<file path="config.mk">
export PLATFORM = sky130hd
export DESIGN_NAME = uart_rx_ctrl
export DESIGN_NICKNAME = d
export VERILOG_FILES = /design/src/rtl/uart_rx_ctrl.sv
export SDC_FILE = /design/constraint.sdc
export NUM_CORES = 1
export LEC_CHECK = 0
export CAP_MARGIN = 20
export CORE_ASPECT_RATIO = 0.6
export CORE_MARGIN = 2
export CORE_UTILIZATION = 49
export CTS_CLUSTER_SIZE = 8
export DETAILED_ROUTE_END_ITERATION = 12
export PLACE_DENSITY = 0.85
export RECOVER_POWER = 50
export SLEW_MARGIN = 5
export SYNTH_ARGS = -nofsm -noshare
export SYNTH_HDL_FRONTEND = slang
export SYNTH_SLANG_ARGS = --single-unit
</file>
<file path="constraint.sdc">
create_clock -name clk -period 1.9 [get_ports clk]
set_clock_uncertainty 0.2 [all_clocks]
set_input_delay 0.19 -clock clk [delete_from_list [all_inputs] [get_ports clk]]
set_output_delay 0.19 -clock clk [all_outputs]
set_load 0.005 [all_outputs]
</file>
<file path="src/rtl/uart_rx_ctrl.sv">
// uart_rx_ctrl: UART receive controller with 8x majority sampling.
// Deserializes LSB-first frames and checks start, parity and stop bits.
module uart_rx_ctrl #(
  parameter int DATA_WIDTH = 8
) (
  input  logic                  clk,
  input  logic                  rst,
  input  logic                  rx_in,
  input  logic                  par_en,
  input  logic                  par_typ,
  input  logic [2:0]            edge_count,
  input  logic [3:0]            bit_count,
  output logic                  cnt_en,
  output logic [DATA_WIDTH-1:0] data_out,
  output logic                  data_valid,
  output logic                  par_err,
  output logic                  stop_err,
  output logic                  busy
);

  typedef enum logic [2:0] {
    IDLE,
    START,
    DATA,
    PARITY,
    STOP,
    DONE
  } state_t;

  state_t                state;
  logic                  s3, s4, s5;
  logic [DATA_WIDTH-1:0] shreg;
  logic                  xacc;
  logic                  perr;
  logic                  serr;
  logic                  pe_q;
  logic                  pt_q;
  logic                  bit_val;
  logic                  last_edge;
  logic                  last_data;
  logic                  par_bad;
  logic                  stop_bad;

  assign bit_val   = (s3 & s4) | (s3 & s5) | (s4 & s5);
  assign last_edge = (edge_count == 3'd7);
  assign last_data = (bit_count == 4'(DATA_WIDTH));
  assign par_bad   = bit_val != (xacc ^ pt_q);
  assign stop_bad  = ~bit_val;

  assign cnt_en = (state == START) || (state == DATA) ||
                  (state == PARITY) || (state == STOP);
  assign busy   = (state != IDLE);

  // Capture the three mid-bit samples used for the majority vote.
  always_ff @(posedge clk) begin
    if (rst) begin
      s3 <= 1'b0;
      s4 <= 1'b0;
      s5 <= 1'b0;
    end else begin
      if (edge_count == 3'd3) s3 <= rx_in;
      if (edge_count == 3'd4) s4 <= rx_in;
      if (edge_count == 3'd5) s5 <= rx_in;
    end
  end

  // Frame FSM; result pulses are registered so they coincide with DONE.
  always_ff @(posedge clk) begin
    if (rst) begin
      state      <= IDLE;
      shreg      <= '0;
      xacc       <= 1'b0;
      perr       <= 1'b0;
      serr       <= 1'b0;
      pe_q       <= 1'b0;
      pt_q       <= 1'b0;
      data_out   <= '0;
      data_valid <= 1'b0;
      par_err    <= 1'b0;
      stop_err   <= 1'b0;
    end else begin
      data_valid <= 1'b0;
      par_err    <= 1'b0;
      stop_err   <= 1'b0;
      unique case (state)
        IDLE: begin
          if (!rx_in) begin
            state <= START;
            pe_q  <= par_en;
            pt_q  <= par_typ;
          end
        end
        START: begin
          if (last_edge) begin
            state <= bit_val ? IDLE : DATA;
          end
        end
        DATA: begin
          if (last_edge) begin
            shreg <= {bit_val, shreg[DATA_WIDTH-1:1]};
            xacc  <= xacc ^ bit_val;
            if (last_data) begin
              state <= pe_q ? PARITY : STOP;
            end
          end
        end
        PARITY: begin
          if (last_edge) begin
            if (par_bad) perr <= 1'b1;
            state <= STOP;
          end
        end
        STOP: begin
          if (last_edge) begin
            serr     <= stop_bad;
            par_err  <= perr;
            stop_err <= stop_bad;
            if (!perr && !stop_bad) begin
              data_out   <= shreg;
              data_valid <= 1'b1;
            end
            state <= DONE;
          end
        end
        DONE: begin
          perr  <= 1'b0;
          serr  <= 1'b0;
          shreg <= '0;
          xacc  <= 1'b0;
          state <= IDLE;
        end
        default: state <= IDLE;
      endcase
    end
  end

endmodule

</file>
Yosys cells after proc, flatten, opt, wreduce, memory -nomap -nowiden:

Cells that the tools add are included.

* register bits: 29
* input port bits: 12
* output and inout bits: 13
* word-level logic and storage cells: 74

* equality and inequality tests: 18
* multiplexer cells: 17
* bitwise operators: 11
* reduce and logical (&&, ||, !) cells: 15

Operators by type and width (count)
* two-way mux 3 bit: 7
* case mux 8 bit (2 select lines): 1
* == test 3 bit, second input constant: 5
* case mux 3 bit (5 select lines): 1
* inequality test 2 bit, second input constant: 7
* == test 3 x 2 -> 1 bit, second input constant: 3
* two-way mux 8 bit: 1
* AND reduction 3 bit: 2
* AND reduction 6 bit: 1
* == test 4 bit, second input constant: 1
* two-way mux 1 bit: 4
* NOT 1 bit: 4
* case mux 1 bit (2 select lines): 2
* AND reduction 2 bit: 2
* nonzero test 2 bit: 2
* bitwise AND 1 bit: 3
* == test 3 x 1 -> 1 bit, second input constant: 1
* zero test 3 bit: 1
* logical OR 1 bit: 3
* nonzero test 3 bit: 1
* OR reduction 3 bit: 1
* two-way mux 2 bit: 1
* bitwise OR 1 bit: 2
* XOR 1 bit: 2
* other kinds (3): 3

Logic depth before layout (Yosys ltp):

* word-level depth: 7
* depth in mapped cells: 5
* mapped depth without buffers: 4

Worst setup path before layout:

OpenSTA, ideal clock, no wires.

* kind: register to register
* start point: register state[0]
* end point: register pe_q
* library setup time: 0.128 ns
* arrival: 1.252 ns
* required time: 1.572 ns
* path slack: 0.320 ns
* stages on the path, launching flop included: 6
* buffers on the path: 1
* period minus slack after synthesis: 1.580 ns
* path through: dfxtp_1 -> buf_2 -> or3_1 -> nor2_1 -> mux2i_1 -> nor2_1

* longest elaborated chain between the ends: 2

RTL lines
* start: declaration: line 30 `state_t state;`
* start signal: assignment: line 95 `state <= bit_val ? IDLE : DATA;`
* start signal: assignment: line 103 `state <= pe_q ? PARITY : STOP;`
* zero test 3 bit: line 85 `unique case (state)`
* AND reduction 2 bit (no line)
* end signal: assignment: line 89 `pe_q <= par_en;`
* end: declaration: line 36 `logic pe_q;`

Every way passes these cells.
A chain may end at the register's enable or synchronous reset.

Worst setup path after layout:

* start point: input edge_count[2]
* end point: register shreg[2]

* longest elaborated chain between the ends: 3

RTL lines
* start: declaration: line 11 `input logic [2:0] edge_count,`
* == test 3 bit: line 45 `assign last_edge = (edge_count == 3'd7);`
* inequality test 2 bit (no line)
* AND reduction 2 bit (no line)
* end signal: assignment: line 100 `shreg <= {bit_val, shreg[DATA_WIDTH-1:1]};`
* end: declaration: line 32 `logic [DATA_WIDTH-1:0] shreg;`

Every way passes these cells.

==> results.py <==
metrics = {
    "layout": {
        "final_cell_count_no_fill": 182,
        "regArea_sq_um": 587,
        "post_route_cells_drive_above_1_share_pct": 12.5,
        "layout.cells.most_common_list": "27 x nor2_1, 26 x dfxtp_1, 20 x mux2i_1",
        "multi_input_area_sq_um": 566,
        "mostFrequentLayoutCell": "nor2_1",
        "fillers": 176,
        "antennaDiodeCount": 0,
        "area_delta_synth_final_pct": 34.4,
        "postLayoutCoreUtil_pct": 71.4,
        "num-nets-final": 164,
    },
    "floorplan": {
        "die_x_um": 67.3,
        "die-area_sq_um": 2820,
        "io_pins": 25,
        "die_y_um": 42.0,
        "core-area_sq_um": 2210,
        "rows": 13,
        "initial_utilization_pct": 53.2,
    },
    "synth": {
        "yosys.area_share.adder_pct": 0.957,
        "ys_warn_count": 0,
        "synth_cells": 121,
        "synth_edf_count": 0,
        "ys_async_sr_fraction_pct": 0,
        "ys_types": 26,
        "syn_nets": 133,
        "synthMuxAreaShare_pct": 17.0,
        "synth_top_area_cell": "dfxtp_1",
        "syn_area_sq_um": 1180,
        "synth_xor_area_share_pct": 2.98,
        "yosys.area.top_type_share_pct": 49.4,
        "synth_top_family_by_area": "simple AND/OR/NAND/NOR gates",
        "synth_seq_cells": 29,
        "synth.area.top_cells": "dfxtp_1 49%, mux2i_1 17%, nor2_1 8.9%",
        "yosysSeqAreaShare_pct": 49.4,
        "synth_ff_type": "dfxtp_1",
        "synth_compound_area_share_pct": 5.32,
        "avgSynthCellArea_sq_um": 9.72,
        "synthSimpleGateAreaFrac_pct": 21.3,
    },
    "routing": {
        "wl_per_cell_um": 15.6,
        "wirelength_mm": 2.85,
        "vias": 1013,
        "vias_per_cell": 5.57,
        "final_antenna_net_count": 0,
        "drt_iter0_markers": 68,
        "drcViolationCount": 0,
        "firstDrtPassIters": 5,
    },
    "clock_tree": {
        "cts_made_buffers": 5,
        "clockRootBuffer": "clkbuf_8",
        "cts.clk_slew.worst_paths_ps": 60,
        "clock_path_buffers": 2,
        "cts.htree.levels": 2,
        "worstSkewPairLatency_ps": 280,
        "cts_tree": "yes",
        "cts_sinks": 29,
    },
    "status": {
        "outcome": "finished clean",
    },
    "sta": {
        "slew_headroom_pct": 72.5,
        "worst_slack_ps": 118,
        "fin_crit_sh_pct": 93.8,
        "final.setup.tns_ps": 0,
        "grt_setup_unrepaired": "false",
        "period_minus_slack_ps": 1780,
        "clock.fmax_mhz": 561,
        "hold_viol": 0,
        "slew_violations": 0,
        "tightest_slew_ps": 407,
        "setup_viol": 0,
    },
    "critical_path": {
        "cp_slowest_cell": "clkdlybuf4s50_1",
        "worstReg2RegStart": "s3",
        "reg2regPathDepth": 4,
        "worst-endpoint-required_ps": 1870,
        "critical_path_buf_inv_count": 1,
        "crit_family": "simple AND/OR/NAND/NOR gates",
        "crit_path_end_kind": "flop",
        "startpoint_type": "input port",
        "r2r-end": "xacc",
        "r2r_setup_slack_ps": 150,
        "path_class": "input port to flop",
        "cp_cell_sequence": "clkdlybuf4s50_1 > nand4_2 > or3_1 > mux2i_1 > nor2_1",
        "critPathArrivalTime_ps": 1750,
        "critPathMaxStageDelay_ps": 550,
        "crit_fanout": 8,
    },
    "power": {
        "power_density_nw_per_um2": 784,
        "peakVddDrop_v": 0.000635,
        "fin_total_pwr_mw": 1.24,
        "power.leakage_nw": 0.755,
    },
    "grt": {
        "grt_overflow": 0,
        "antenna_found_initial": 0,
        "grt_pass1_vias": 973,
        "grt_max_degree": 14,
        "track_usage_pct": 22.9,
        "grt_pass1_wl_mm": 4.62,
    },
    "worst_hold_path": {
        "min_path_type": "flop to flop",
        "hp-start": "perr",
        "hold-path-cell-count": 1,
        "hold_path_end": "data_valid",
    },
    "placed_design": {
        "port_buffers": 24,
        "hpwl_mm": 2.05,
        "gp_congestion": 0.805,
        "pre_cts_ws_ps": -157,
        "dp_cells": 175,
    },
    "job": {
        "maxCapViolCount": 0,
    },
}
[what timing repair did]
| action | CTS | global route |
|---|---|---|
| hold buffers | 0 | 0 |
| buffers inserted | 0 | 0 |
| gates resized for setup | 7 | 1 |
| endpoints found under the setup margin | 2 | 1 |
[synth_stat cells, types with 3 or more instances]
master,instances
dfxtp_1,29
nor2_1,28
mux2i_1,20
nand2_1,5
a21oi_1,4
clkbuf_1,4
inv_1,3
or3_1,3
[layer usage]
| metal | track usage (%) | up-vias | routed length (um) |
|---|---|---|---|
| li1 | - | 476 | - |
| met1 | 27.6 | 489 | 1240 |
| met2 | 35.8 | 37 | 1310 |
| met3 | 8.13 | 11 | 213 |
| met4 | 11.8 | 0 | 83 |
| met5 | 0 | - | 0 |
[power breakdown]
part / switching (mW) / total (mW) / leakage [nW] / internal [mW]
combinational: 0.0480 / 0.103 / 0.475 / 0.0552
sequential: 0.0139 / 0.632 / 0.236 / 0.618
clock: 0.217 / 0.503 / 0.0443 / 0.286
[metrics by stage]
step / cell area (sq um) / hold WS [ps]
after floorplan: 1180 / 134
after global placement: 1490 / 209
after detailed placement: 1490 / 218
after CTS: 1590 / 229
after global routing: 1580 / 253
final: 1580 / 239
[state kept, by name, summed over array words and instances (netlist names)]
name        count
data_out        8
data_valid      1
par_err         1
pe_q            1
perr            1
pt_q            1
s3              1
s4              1
s5              1
shreg           8
state           3
stop_err        1
xacc            1
[cell families (layout without fill, tap and decap cells)]
family / after synthesis / in the layout
flip-flops: 29 / 29
AND/OR/NAND/NOR: 48 / 48
adder cells (fa/ha/maj): 1 / 1
AO/OA/AOI/OAI: 10 / 10
XOR/XNOR: 4 / 4
multiplexers: 20 / 20
buffers and inverters: 9 / 40
[final cells by class]
class                      instances  area share, %
tap                               30           2.38
clock buffer                       7           5.46
timing repair buffer              30           18.5
multi-input combinational         83           35.8
inverter                           3          0.713
sequential                        29           37.1
[how the worst max path moves through the flow]
stage / cells past startpoint / startpoint / end
final: 5 / edge_count[2] / shreg[2]
after global placement: 5 / edge_count[0] / shreg[6]
after global routing: 5 / edge_count[0] / shreg[4]
after floorplan: 5 / state[0] / pe_q
after detailed placement: 5 / edge_count[0] / shreg[1]
after CTS: 3 / state[0] / cnt_en
No activity file was read; power rests on OpenSTA's default activity.
